## src/rtl/seg_pkg.sv

```systemverilog
// Shared types and constants for the BCD scan counter and its digit cells.
// Optional build: LEADING_ZERO_BLANK_EN enables leading-zero blanking.
package seg_pkg;

    localparam int DIGITS = 4;
    localparam logic [3:0] BLANK_CODE = 4'hF;
    localparam logic [3:0] BCD_MAX = 4'd9;

    typedef logic [3:0] bcd_t;
    typedef bcd_t [DIGITS-1:0] bcd_word_t;

    function automatic bcd_t bcd_sat(input bcd_t n);
        return (n > BCD_MAX) ? BCD_MAX : n;
    endfunction

    function automatic bcd_t bcd_inc(input bcd_t n);
        return (n >= BCD_MAX) ? 4'd0 : n + 4'd1;
    endfunction

    function automatic bcd_t bcd_dec(input bcd_t n);
        return (n == 4'd0) ? BCD_MAX : n - 4'd1;
    endfunction

endpackage

```

## src/rtl/bcd_digit.sv

```systemverilog
// One BCD nibble of the ripple counter: clear, sanitised load, up/down step.
// step_out is the carry (up) or borrow (down) into the next digit.
module bcd_digit
    import seg_pkg::*;
(
    input  logic       clk,
    input  logic       rst,
    input  logic       step_in,
    input  logic       up,
    input  logic       clr,
    input  logic       load,
    input  logic [3:0] load_nibble,
    output logic [3:0] q,
    output logic       step_out
);

    logic wrap;

    assign wrap     = up ? (q == BCD_MAX) : (q == 4'd0);
    assign step_out = step_in & wrap;

    always_ff @(posedge clk or posedge rst) begin
        if (rst) begin
            q <= 4'd0;
        end else if (clr) begin
            q <= 4'd0;
        end else if (load) begin
            q <= bcd_sat(load_nibble);
        end else if (step_in) begin
            q <= up ? bcd_inc(q) : bcd_dec(q);
        end
    end

endmodule

```

## src/rtl/bcd_scan_counter.sv

```systemverilog
// 4-digit BCD up/down counter with a multiplexed digit/anode scan output.
// Optional build: LEADING_ZERO_BLANK_EN blanks zero digits above the MSD.
module bcd_scan_counter
    import seg_pkg::*;
#(
    parameter int TICK_DIV = 50000000,
    parameter int SCAN_DIV = 50000
) (
    input  logic        clk,
    input  logic        rst,
    input  logic        en,
    input  logic        up,
    input  logic        clr,
    input  logic        load,
    input  logic [15:0] load_val,
    output logic [3:0]  digit,
    output logic [3:0]  an,
    output logic [15:0] value,
    output logic        carry
);

    localparam int TW = (TICK_DIV > 2) ? $clog2(TICK_DIV) : 1;
    localparam int SW = (SCAN_DIV > 2) ? $clog2(SCAN_DIV) : 1;
    localparam logic [TW-1:0] TICK_LAST = TW'(TICK_DIV - 1);
    localparam logic [SW-1:0] SCAN_LAST = SW'(SCAN_DIV - 1);

    logic [TW-1:0] tick_cnt;
    logic          tick;
    logic          step0;
    logic [DIGITS:0] step;
    bcd_word_t     val_w;

    logic [SW-1:0] scan_cnt;
    logic [1:0]    idx;
    bcd_t          code;

    // Count prescaler: en freezes it, clr restarts it, load leaves it running
    assign tick = en && (tick_cnt == TICK_LAST);

    always_ff @(posedge clk or posedge rst) begin
        if (rst) begin
            tick_cnt <= '0;
        end else if (clr) begin
            tick_cnt <= '0;
        end else if (en) begin
            tick_cnt <= tick ? '0 : tick_cnt + 1'b1;
        end
    end

    assign step0   = tick & ~clr & ~load;
    assign step[0] = step0;

    for (genvar g = 0; g < DIGITS; g++) begin : g_dig
        bcd_digit u_dig (
            .clk         (clk),
            .rst         (rst),
            .step_in     (step[g]),
            .up          (up),
            .clr         (clr),
            .load        (load),
            .load_nibble (load_val[4*g +: 4]),
            .q           (val_w[g]),
            .step_out    (step[g+1])
        );
    end

    assign value = val_w;

    always_ff @(posedge clk or posedge rst) begin
        if (rst) begin
            carry <= 1'b0;
        end else begin
            carry <= step[DIGITS];
        end
    end

    always_ff @(posedge clk or posedge rst) begin
        if (rst) begin
            scan_cnt <= '0;
            idx      <= 2'd0;
        end else if (scan_cnt == SCAN_LAST) begin
            scan_cnt <= '0;
            idx      <= idx + 2'd1;
        end else begin
            scan_cnt <= scan_cnt + 1'b1;
        end
    end

`ifdef LEADING_ZERO_BLANK_EN
    logic keep;

    // A digit shows if it is the ones digit or any digit at/above it is non-zero
    always_comb begin
        keep = (idx == 2'd0);
        for (int j = 0; j < DIGITS; j++) begin
            if (j >= int'(idx) && val_w[j] != 4'd0) begin
                keep = 1'b1;
            end
        end
        code = keep ? val_w[idx] : BLANK_CODE;
    end
`else
    assign code = val_w[idx];
`endif

    always_ff @(posedge clk or posedge rst) begin
        if (rst) begin
            an    <= 4'b0001;
            digit <= 4'h0;
        end else begin
            an    <= 4'b0001 << idx;
            digit <= code;
        end
    end

endmodule
```

## config.mk

```make
export PLATFORM = sky130hd
export DESIGN_NAME = bcd_scan_counter
export DESIGN_NICKNAME = d
export VERILOG_FILES = /design/src/rtl/seg_pkg.sv /design/src/rtl/bcd_digit.sv /design/src/rtl/bcd_scan_counter.sv
export SDC_FILE = /design/constraint.sdc
export NUM_CORES = 1
export LEC_CHECK = 0
export ABC_AREA = 1
export CAP_MARGIN = 20
export CORE_MARGIN = 3
export CORE_UTILIZATION = 52
export DETAILED_ROUTE_END_ITERATION = 12
export GPL_TIMING_DRIVEN = 1
export PLACE_DENSITY = 0.84
export REMOVE_ABC_BUFFERS = 1
export SYNTH_ARGS = -nofsm -noshare
export SYNTH_HDL_FRONTEND = slang
export SYNTH_SLANG_ARGS = --single-unit
```

## constraint.sdc

```tcl
create_clock -name clk -period 2.2 [get_ports clk]
set_input_delay 0.44 -clock clk [delete_from_list [all_inputs] [get_ports clk]]
set_output_delay 0.44 -clock clk [all_outputs]
set_load 0.005 [all_outputs]
```

==> summary.txt <==
Yosys
  – Syn_area_per_cell: around 7 µm²
  – Post-synth top cells: nand2_1 (176), nor2_1 (82), inv_1 (74)
  – Syn Inst Count: roughly 680
  – Count of different cell masters after synthesis: 34
  – Largest area contributor in the netlist: dfrtp_1
  – Cell Area, Synth: around 4700 µm²
  – Post-synth EDFFs: 0
  – Area share of the largest cell type after synthesis: 36.3%
  – Most common cell in the netlist: nand2_1
  – Register area share after synthesis: between 30 and 40%
  – Asr flop ratio synth: between 90% and 100%
  – Most used DFF post-synth: dfrtp_1
  – Synth Register Bits: 69
  – Cells taking the most area after synthesis: dfrtp_1 (36%), nand2_1 (14%), nand3_1 (7.4%), nor2_1 (6.6%), inv_1 (5.9%)
  – Synth warn: 0

STA
  – Sum Neg Setup Slack: 0 ps
  – Fmax: 0.521 GHz
  – Slew @ Worst Pin: around 600 ps
  – Setup ws final: between 200 and 300 ps
  – Final setup violation count: 0
  – Skew final: about 10 ps
  – Rel. slew slack: between 50% and 60%
  – RSZ-0062 raised after global routing: no
  – Post-route minimum period: 1920 ps
  – Fin. Hold Viols: 0
  – Final worst path period share: ~87%
  – Slew Limit Fails: 0

Routing
  – Antenna viol nets, final: 0
  – Initial detailed-routing violation count: ~420
  – Routed via count: about 4700
  – Via count normalized by instance count: about 5.6
  – Final wirelength: 11.8 mm
  – DRC violations left: 0
  – DRT Pass-1 Iters: 6
  – Drt wl/cell: ~14 µm

Critical path
  – CP delay by family, top: buffers and inverters
  – CP startpoint kind: flop
  – Crit path kind: flop to output port
  – Slowest stage cell, crit path: clkdlybuf4s50_1
  – Crit end category: output port
  – Worst Path Arrival: approximately 1500 ps
  – Max Fanout on Critical Path: 9
  – Worst path buffer plus inverter count: 1
  – Crit-path cells: clkdlybuf4s50_1
  – Critical Path Max Stage Delay: approximately 580 ps
  – Worst EP required: 1760 ps

Final layout
  – P&R area growth vs syn: 19.0%
  – Fillers: 723
  – Multi-input combinational cell area: between 2000 and 3000 µm²
  – Layout cells sized above 1: between 9 and 10%
  – Layout net count: ~780
  – Reg area: around 1700 µm²
  – Final core utilization: between 60% and 70%
  – Diode count: 0

Min path
  – Hold Path Class: primary input to asynchronous set/reset pin

Global route
  – GR Overflow Total: 0
  – Global-route wire length before repair: 20.1 mm
  – Initial antenna violation count: 0
  – Largest net degree at the start of global routing: 42
  – Vias in the first global route: 4407
  – GRT Total Usage: 24.2%

Die
  – Die H: ~100 µm
  – FP Rows: 33
  – I/O pin cnt: between 40 and 50
  – Core area: roughly 8500 µm²
  – Die area: slightly above 10000 µm²
  – Die W: between 100 and 150 µm
  – Starting Density: roughly 55%

Clocking
  – CTS-repair resized insts: 0
  – Post-CTS setup buffers: 0
  – Clock sinks: 69
  – H-tree levels: 3
  – # hold bufs at CTS: 0
  – CTS tree: yes
  – Root Driver: clkbuf_8
  – Clk_lat worst skew: approximately 350 ps
  – Worst-case clock buffer depth: 2
  – Clock slew at reported path FFs: roughly 80 ps
  – Cts bufs inserted: 9

Placed design
  – Post-DP HPWL: 8.97 mm
  – Port Buffer Count: between 40 and 50
  – Dpl ws: between 9 and 10 ps
  – Routability congestion estimate: roughly 0.92

Job
  – Max cap viols: 0

Power
  – Leakage: roughly 2.6 nW
  – Pwr Density: between 500 and 600 nW/µm²
  – Overall power: 3.19 mW
  – Peak supply drop: 0.403 mV

Outcome
  – Outcome: finished clean
-- cells in the final DEF, fill, tap and decap left out, drive strengths merged --
cell	count
nor3	24
nor4	3
xor2	11
nand3b	4
xnor2	2
nand4	19
buf	15
a31oi	2
clkinvlp	2
o31ai	2
nor2	92
clkdlybuf4s50	46
o21bai	2
clkbuf	9
ha	22
dfstp	1
clkinv	2
inv	87
o21a	1
a21oi	35
and2	2
nand2	183
o21ai	31
dfrtp	68
nand3	72
bufinv	2
-- sequential cells by signal, summed over array words and instances (netlist names) --
signal	flops
tick_cnt	26
g_dig.u_dig.q	16
scan_cnt	16
an	4
digit	4
idx	2
carry	1
-- layout make-up --
cell class,count,share of cell area [%]
Clock buffer,9,2.22
Clock inverter,7,1.75
Inverter,86,5.79
Multi-Input combinational cell,507,46.1
Sequential cell,69,31.0
Tap cell,105,2.36
Timing Repair Buffer,61,10.7
-- per-stage QoR --
| stage | std cells | cell area, µm² | hold slack (ps) |
|---|---|---|---|
| detailed placement | 828 | 5350 | 460 |
| floorplan | 662 | 4620 | 433 |
| finish | 844 | 5570 | 400 |
| global placement | 828 | 5350 | 445 |
| global route | 844 | 5570 | 423 |
| CTS | 844 | 5570 | 409 |
-- per-layer routing --
layer	vias to the layer above	GRT usage, %	wire length (µm)
met3	36	4.36	837
met5	-	0	0
li1	2303	-	-
met4	0	7.98	237
met1	2158	33.4	5100
met2	189	38.6	5590
-- where the power goes --
part / internal (mW) / switching, mW / total, mW
combinational: 0.274 / 0.352 / 0.625
sequential: 1.32 / 0.0861 / 1.41
clock: 0.644 / 0.519 / 1.16
total: 2.24 / 0.957 / 3.19
-- kinds of logic after synthesis --
kind of cell | Yosys count | synth area share [%]
and+or+nand+nor | 399 | 38.5
buffers and inverters | 99 | 8.23
AOI/OAI and AO/OA | 73 | 8.12
DFF | 69 | 36.9
adders and majority gates | 22 | 5.88
xor gates and xnor gates | 13 | 2.43
-- worst paths after layout --
path                                     startpoint                  end  slack [ps]  cells past startpoint
min in group clk                        scan_cnt[0]          scan_cnt[0]         470                      1
max in group asynchronous                       rst                an[0]        1220                      3
worst min-delay path                            rst         scan_cnt[14]         400                      2
worst min register to register          scan_cnt[0]          scan_cnt[0]         470                      1
worst max-delay path            g_dig[2].u_dig.q[3]            value[11]         280                      1
worst max register to register  g_dig[1].u_dig.q[0]  g_dig[2].u_dig.q[3]         290                     10
No activity file was read; power rests on OpenSTA's default activity.
